<file path="src/rtl/operand_fetch_stage.sv">
// -----------------------------------------------------------------------------
// operand_fetch_stage
//
// Issue stage that sits directly in front of the ALU. It owns the integer
// register file, resolves source operands (with a writeback bypass), tracks
// outstanding destinations with a busy-bit scoreboard, and registers the
// A / B / control operands handed to the ALU.
//
// Ports
//   clk, rst                 clock (rising edge), asynchronous active-high reset
//   in_valid / in_ready      decode -> stage handshake
//   in_rs1, in_rs2, in_rd    source and destination register indices
//   in_op                    3-bit ALU control code, passed through unchanged
//   in_imm, in_use_imm       immediate and B-source select
//   wb_en, wb_addr, wb_data  writeback port into the register file
//   flush                    kill the instruction held in the output register
//   out_valid / out_ready    stage -> ALU handshake
//   alu_a, alu_b, alu_ctrl   registered ALU operands and control
//   out_rd                   destination tag travelling with the operands
// -----------------------------------------------------------------------------
module operand_fetch_stage #(
    parameter int DATA_W = 32,
    parameter int ADDR_W = 5
) (
    input  logic              clk,
    input  logic              rst,
    input  logic              in_valid,
    output logic              in_ready,
    input  logic [ADDR_W-1:0] in_rs1,
    input  logic [ADDR_W-1:0] in_rs2,
    input  logic [ADDR_W-1:0] in_rd,
    input  logic [2:0]        in_op,
    input  logic [DATA_W-1:0] in_imm,
    input  logic              in_use_imm,
    input  logic              wb_en,
    input  logic [ADDR_W-1:0] wb_addr,
    input  logic [DATA_W-1:0] wb_data,
    input  logic              flush,
    output logic              out_valid,
    input  logic              out_ready,
    output logic [DATA_W-1:0] alu_a,
    output logic [DATA_W-1:0] alu_b,
    output logic [2:0]        alu_ctrl,
    output logic [ADDR_W-1:0] out_rd
);

    localparam int NREGS = 1 << ADDR_W;

    // State
    logic [DATA_W-1:0] rf_q [NREGS];
    logic [DATA_W-1:0] rf_d [NREGS];
    logic [NREGS-1:0]  busy_q, busy_d;
    logic              out_valid_q, out_valid_d;
    logic [DATA_W-1:0] alu_a_q, alu_a_d;
    logic [DATA_W-1:0] alu_b_q, alu_b_d;
    logic [2:0]        alu_ctrl_q, alu_ctrl_d;
    logic [ADDR_W-1:0] out_rd_q, out_rd_d;

    // Combinational helpers
    logic [NREGS-1:0]  wb_mask;
    logic [NREGS-1:0]  eff_busy;
    logic [DATA_W-1:0] opnd_a, opnd_rs2, opnd_b;
    logic              hazard;
    logic              accept;

    // -------------------------------------------------------------------------
    // Operand resolution, hazard detection and handshake
    // -------------------------------------------------------------------------
    always_comb begin
        // NOTE: every signal written here gets a default first so that no path
        // leaves it unassigned; otherwise synthesis infers a latch.
        wb_mask = '0;
        if (wb_en) begin
            wb_mask[wb_addr] = 1'b1;
        end

        // A register being written back this cycle is no longer a hazard: its
        // value arrives through the bypass below.
        eff_busy = busy_q & ~wb_mask;

        if (in_rs1 == '0) begin
            opnd_a = '0;
        end else if (wb_en && (wb_addr == in_rs1)) begin
            opnd_a = wb_data;
        end else begin
            opnd_a = rf_q[in_rs1];
        end

        if (in_rs2 == '0) begin
            opnd_rs2 = '0;
        end else if (wb_en && (wb_addr == in_rs2)) begin
            opnd_rs2 = wb_data;
        end else begin
            opnd_rs2 = rf_q[in_rs2];
        end

        opnd_b = in_use_imm ? in_imm : opnd_rs2;

        // busy[0] is held at zero, so rd == 0 never raises the WAW term.
        hazard = eff_busy[in_rs1]
               | (~in_use_imm & eff_busy[in_rs2])
               | eff_busy[in_rd];

        in_ready = ~hazard & (~out_valid_q | out_ready | flush);
        accept   = in_valid & in_ready;
    end

    // -------------------------------------------------------------------------
    // Next-state: register file, scoreboard and output register
    // -------------------------------------------------------------------------
    always_comb begin
        rf_d = rf_q;
        if (wb_en && (wb_addr != '0)) begin
            rf_d[wb_addr] = wb_data;
        end

        // Later assignments win, which gives the required priority:
        // writeback clear, then flush clear, then accept set.
        busy_d = busy_q;
        if (wb_en) begin
            busy_d[wb_addr] = 1'b0;
        end
        if (flush && out_valid_q) begin
            busy_d[out_rd_q] = 1'b0;
        end
        if (accept && (in_rd != '0)) begin
            busy_d[in_rd] = 1'b1;
        end
        busy_d[0] = 1'b0;

        out_valid_d = out_valid_q;
        alu_a_d     = alu_a_q;
        alu_b_d     = alu_b_q;
        alu_ctrl_d  = alu_ctrl_q;
        out_rd_d    = out_rd_q;
        if (accept) begin
            // A simultaneous flush simply lets the new instruction overwrite
            // the killed one.
            out_valid_d = 1'b1;
            alu_a_d     = opnd_a;
            alu_b_d     = opnd_b;
            alu_ctrl_d  = in_op;
            out_rd_d    = in_rd;
        end else if (out_ready || flush) begin
            out_valid_d = 1'b0;
        end
    end

    // -------------------------------------------------------------------------
    // State registers
    // -------------------------------------------------------------------------
    // NOTE: the register file is cleared by reset because software relies on
    // every register reading zero after reset; a plain RAM would not be reset.
    always_ff @(posedge clk or posedge rst) begin
        if (rst) begin
            rf_q        <= '{default: '0};
            busy_q      <= '0;
            out_valid_q <= 1'b0;
            alu_a_q     <= '0;
            alu_b_q     <= '0;
            alu_ctrl_q  <= '0;
            out_rd_q    <= '0;
        end else begin
            // NOTE: sequential state uses non-blocking assignments so that all
            // flops update together from the values present before the edge.
            rf_q        <= rf_d;
            busy_q      <= busy_d;
            out_valid_q <= out_valid_d;
            alu_a_q     <= alu_a_d;
            alu_b_q     <= alu_b_d;
            alu_ctrl_q  <= alu_ctrl_d;
            out_rd_q    <= out_rd_d;
        end
    end

    assign out_valid = out_valid_q;
    assign alu_a     = alu_a_q;
    assign alu_b     = alu_b_q;
    assign alu_ctrl  = alu_ctrl_q;
    assign out_rd    = out_rd_q;

endmodule
</file>
<file path="config.mk">
export PLATFORM = sky130hd
export DESIGN_NAME = operand_fetch_stage
export DESIGN_NICKNAME = d
export VERILOG_FILES = /design/src/rtl/operand_fetch_stage.sv
export SDC_FILE = /design/constraint.sdc
export NUM_CORES = 2
export LEC_CHECK = 0
export BUFFER_PORTS_ARGS = -buffer_cell sky130_fd_sc_hd__buf_2
export CORE_UTILIZATION = 45
export CTS_BUF_LIST = sky130_fd_sc_hd__clkbuf_4 sky130_fd_sc_hd__clkbuf_8
export CTS_CLUSTER_DIAMETER = 120
export CTS_CLUSTER_SIZE = 20
export DETAILED_ROUTE_END_ITERATION = 10
export PLACE_DENSITY = 0.72
export SYNTH_ARGS = -nofsm -noshare
export SYNTH_HDL_FRONTEND = slang
export SYNTH_SLANG_ARGS = --single-unit
</file>
<file path="constraint.sdc">
create_clock -name clk -period 74.9 [get_ports clk]
set_input_delay 7.49 -clock clk [delete_from_list [all_inputs] [get_ports clk]]
set_output_delay 7.49 -clock clk [all_outputs]
set_load 0.1 [all_outputs]
</file>
-- After elaboration in Yosys (flattened, before gate mapping)
Cells that the tools add are included.
W data, S select, Z words.
- register bits after elaboration: 1128
- bits in latches: 0
- memory bits (writable): 0
- memory bits (read-only): 0
- input bits: 94
- logic and storage cells: 119
- memories: 0
- add/sub/neg operators: 0
- multipliers: 0
- divide/modulo/power cells: 0
- $lt $le $gt $ge: 12
- equality and inequality tests: 2
- shift-type cells: 0
- multiplexer cells: 32
- bitwise gates (word level): 20
- reduce and logical (&&, ||, !) cells: 15
- operators with widths (operator ; number):
    $bwmux W1024 ; 1
    $mux W32 ; 14
    $bmux W32 S5 ; 2
    $demux W32 S5 ; 1
    $and A32 B32 Y32 ; 3
    $not A32 Y32 ; 3
    $or A32 B32 Y32 ; 1
    $lt A5 B6 Y1 const B ; 5
    $ge A6 B6 Y1 const B ; 3
    $not A5 Y6 ; 3
    $bmux W1 S5 ; 3
    $demux W1 S5 ; 3
    $ge A5 B1 Y1 const B ; 3
    $eq A5 B5 Y1 ; 2
    $logic_not A5 Y1 ; 2
    $reduce_bool A5 Y1 ; 2
    $logic_and A1 B1 Y1 ; 9
    $mux W1 ; 8
    $lt A6 B1 Y1 const B ; 1
    $or A1 B1 Y1 ; 4
    $and A1 B1 Y1 ; 3
    $not A1 Y1 ; 3
    $reduce_bool A2 Y1 ; 1
    $logic_or A1 B1 Y1 ; 1

-- Longest topological paths before layout
- depth in word-level cells: 17
- mapped depth: 12
- gate-level depth less buffers: 8

-- Worst setup path after synthesis
Ideal clock, no wire load.
- kind: input -> output
- start: input wb_addr[2]
- end: output in_ready
- arrival: 10.320 ns
- data required time: 67.410 ns
- setup slack: 57.090 ns
- cell stages on the path: 9
- buffers on the path: 2
- cells stage by stage: buf_4 > nor4b_4 > nand2_2 > a211oi_1 > a311oi_1 > a41oi_1 > o31ai_2 > clkbuf_1 > nor2_1
- longest elaborated chain between the ends: 14
- elaborated cells on any way between the ends: 19
- classes of those cells: order compare (2); mux (9); bitwise (7); reduce/logical (1)
- RTL lines (item ; line ; text):
    start: declaration ; 36 ; input logic [ADDR_W-1:0] wb_addr,
    $lt A5 B6 Y1 (implied by the code) or $ge A5 B1 Y1 (tied branches) ; 74 ; wb_mask[wb_addr] = 1'b1;
    $logic_and A1 B1 Y1 (implied by the code) ; 74 ;
    $mux W1 (implied by the code) ; 74 ;
    $demux W1 S5 (*) ; 74 ;
    $mux W32 (*) ; 73 ; if (wb_en) begin
    $not A32 Y32 (*) ; 79 ; eff_busy = busy_q & ~wb_mask;
    $and A32 B32 Y32 (*) ; 79 ;
    $bmux W1 S5 ; 101 ; | (~in_use_imm & eff_busy[in_rs2])
    $mux W1 (implied by the code) ; 101 ;
    $and A1 B1 Y1 ; 101 ;
    $or A1 B1 Y1 ; 101 ;
    $or A1 B1 Y1 (*) ; 102 ; | eff_busy[in_rd];
    $not A1 Y1 (*) ; 104 ; in_ready = ~hazard & (~out_valid_q | out_ready | flush);
    $and A1 B1 Y1 (*) ; 104 ;
    end: declaration ; 28 ; output logic in_ready,
Mark *: on every way between the ends. The rest lies on a longest branch, timed or not. The select of a mux whose other input is x is not followed.

-- Final worst setup path
- start: input in_rs2[0]
- end: output in_ready
- longest elaborated chain between the ends: 7
- RTL lines (item ; line ; text):
    start: declaration ; 30 ; input logic [ADDR_W-1:0] in_rs2,
    $bmux W1 S5 ; 101 ;
    $mux W1 (implied by the code) ; 101 ;
    $and A1 B1 Y1 ; 101 ;
    $or A1 B1 Y1 ; 101 ;
    $or A1 B1 Y1 ; 102 ;
    $not A1 Y1 ; 104 ;
    $and A1 B1 Y1 ; 104 ;
Every way passes these cells. The select of a mux whose other input is x is not followed.

==> flow_metrics.tcl <==
set metrics [dict create \
    min_path_type "reg2reg" \
    violations "DRC" \
    io_pins 168 \
    leakage_nw 27.6 \
    cts_tree "yes" \
    rsz0062_at_grt "false" \
    synthDistinctLibCells 78 \
    clock_skew_ps 52.8 \
    async_flop_share_pct 100 \
    antenna_found_initial 3 \
    dieWidth_um 369 \
    postCtsSetupRepairBufs 0 \
    worstRegToRegCells 8 \
    die_area_mm2 0.136 \
    ys_ff_latch 1128 \
    max_freq_ghz 0.0530 \
    path_clk_slew_ps 120 \
    yosys-top-cells-count "dfrtp_1 (1128), mux2_2 (997), mux4_2 (452), clkbuf_1 (324), mux2i_1 (290)" \
    row_count 134 \
    clockRootBuffer "clkbuf_8" \
    grt_overflow_total 0 \
    crit_fanout 116 \
    arrival_ps 11390 \
    finalSetupTns_ps 0 \
    cap_violations 0 \
    first_pass_iters 9 \
    synth_flop_cell "dfrtp_1" \
    grt_max_degree 129 \
    cts.path.max_buffers 3 \
    dr.first_iter.drc_count 4001 \
    seq_area_frac_synth_pct 46.5 \
    cts.sinks 1128 \
    worstSetupPathType "in2out" \
    core_area_mm2 0.134 \
    maxSlewHeadroom_pct 27.5 \
    netlist_area_mm2 0.0607 \
    yosysTopAreaCell "dfrtp_1" \
    cp-startpoint "in_rs2[0]" \
    outcome "finished, violations left" \
    port_buffers 167 \
    avgSynthCellArea_um2 14.0 \
    clk_latency_ps 780 \
    reg2reg_to "alu_a[17]" \
    wire_per_inst_um 30.2 \
    setup_viol 0 \
    vias_per_cell 6.69 \
    grt_pass1_wl_mm 270 \
    synth-edff-count 0 \
    gp_congestion 0.891 \
    grt_usage_pct 26.3 \
    yosys_warnings 0 \
    fin_crit_ps 18880 \
    synth_most_common_cell "dfrtp_1" \
    die-height_um 369 \
    tightest_slew_ps 1090 \
    grt_pass1_vias 40094 \
    drc 12 \
    initial_core_util_pct 45.5 \
    syn_inst 4325 \
    final_nets 4252 \
    startpoint_type "input pin" \
    vias 39733 \
    slew_viol_final 0 \
    cts_resized 0 \
    wl_mm 179 \
    final_util_pct 47.7 \
    r2r-start "busy_q[2]" \
    drive_gt1_share_pct 44.6 \
    hold_buffers 0 \
    syn2layout_area_growth_pct 4.89 \
    required_ps 67410 \
    critPathCaptureType "output pin" \
    yosysTopAreaCellShare_pct 46.5 \
    hpwlAfterDp_mm 99.5 \
    numCtsBuffers 66 \
    synth_area_leaders "dfrtp_1 (46%), mux2_2 (18%), mux4_2 (17%)" \
    r2r_setup_slack_ps 71650 \
    antenna_left 0 \
    min_period_over_period_pct 25.2 \
    hold_viol_final 0 \
    syn-num-nets 4419 \
    p_per_area_mw_per_mm2 25.8 \
    cp-endpoint "in_ready" \
    htreeDepth 3 \
    vdd_drop_max_mv 0.0209 \
]
-- area by class of cell --
class | instances | area [um^2]
Fill cell | 11503 | 69900
Tap cell | 1768 | 2210
Inverter | 12 | 56.3
Sequential cell | 1128 | 28200
Antenna cell | 6 | 15.0
Timing Repair Buffer | 245 | 1530
Multi-Input combinational cell | 2705 | 30700
Clock inverter | 7 | 61.3
Clock buffer | 67 | 922
-- metal layers --
metal	share of wire, %	vias up	global-route usage, %
li1	-	16242	-
met1	41	21396	36.4
met2	47	1731	41.6
met3	7.9	360	4.95
met4	3.6	4	9.14
met5	0.013	-	0
-- worst min-delay path by stage --
stage | start | end | slack (ps) | depth (start not counted)
after global placement | rf_q[1021] | rf_q[1021] | 380 | 0
after detailed placement | rf_q[1010] | rf_q[1010] | 390 | 0
after floorplan | rf_q[1000] | rf_q[1000] | 450 | 1
after CTS | rf_q[1008] | rf_q[1008] | 420 | 0
after global routing | rf_q[1008] | rf_q[1008] | 430 | 0
final | rf_q[995] | rf_q[995] | 410 | 0
-- registers in the layout, summed over array words and instances (netlist names) --
signal	cells
alu_a	32
out_rd	5
alu_ctrl	3
busy_q	31
out_valid	1
alu_b	32
rf_q	1024
-- logic make-up after synthesis --
| family | Yosys count | synth area share [%] |
|---|---|---|
| muxes | 1776 | 40.9 |
| and+or+nand+nor | 403 | 3.15 |
| DFF | 1128 | 46.5 |
| xor gates and xnor gates | 10 | 0.144 |
| buffers and inverters | 492 | 3.31 |
| AOI/OAI and AO/OA | 516 | 6.06 |
-- cells in the final DEF (no fill, tap or decap), types with 78 or more instances in the layout --
| cell type | instances |
|---|---|
| a221oi_1 | 128 |
| o21ai_0 | 141 |
| buf_4 | 78 |
| nand2_1 | 167 |
| mux4_2 | 452 |
| mux2_2 | 997 |
| nor2_1 | 78 |
| a22oi_1 | 100 |
| dfrtp_1 | 1128 |
| mux2i_1 | 290 |
| buf_2 | 158 |
-- report_power, final --
part	leakage (nW)	total, mW	switching (mW)	internal [mW]
Combinational	12.6	0.537	0.303	0.234
Sequential	14.5	0.829	0.0935	0.736
Clock	0.505	0.279	0.196	0.0831
-- worst max-delay path, stage by stage --
cell and delay [ps]:
buf_8 490, buf_4 740, buf_12 760, nor2_1 170, a2111oi_2 400, a211oi_1 180, nor4_4 330, nand2_1 100
nor2_1 200, buf_2 470
-- metrics by stage --
stage	cell area [um^2]	worst slack, ps	hold WS [ps]	power [mW]	std cells
finish	63700	56020	415	1.65	5938
global route	63700	55770	431	1.72	5933
CTS	63700	55950	416	1.65	5932
detailed placement	62700	55970	387	1.38	5858
global placement	62700	55940	380	1.36	5858
floorplan	60700	35640	445	1.25	4325
Note: power is estimated with default switching activity, not from simulation.
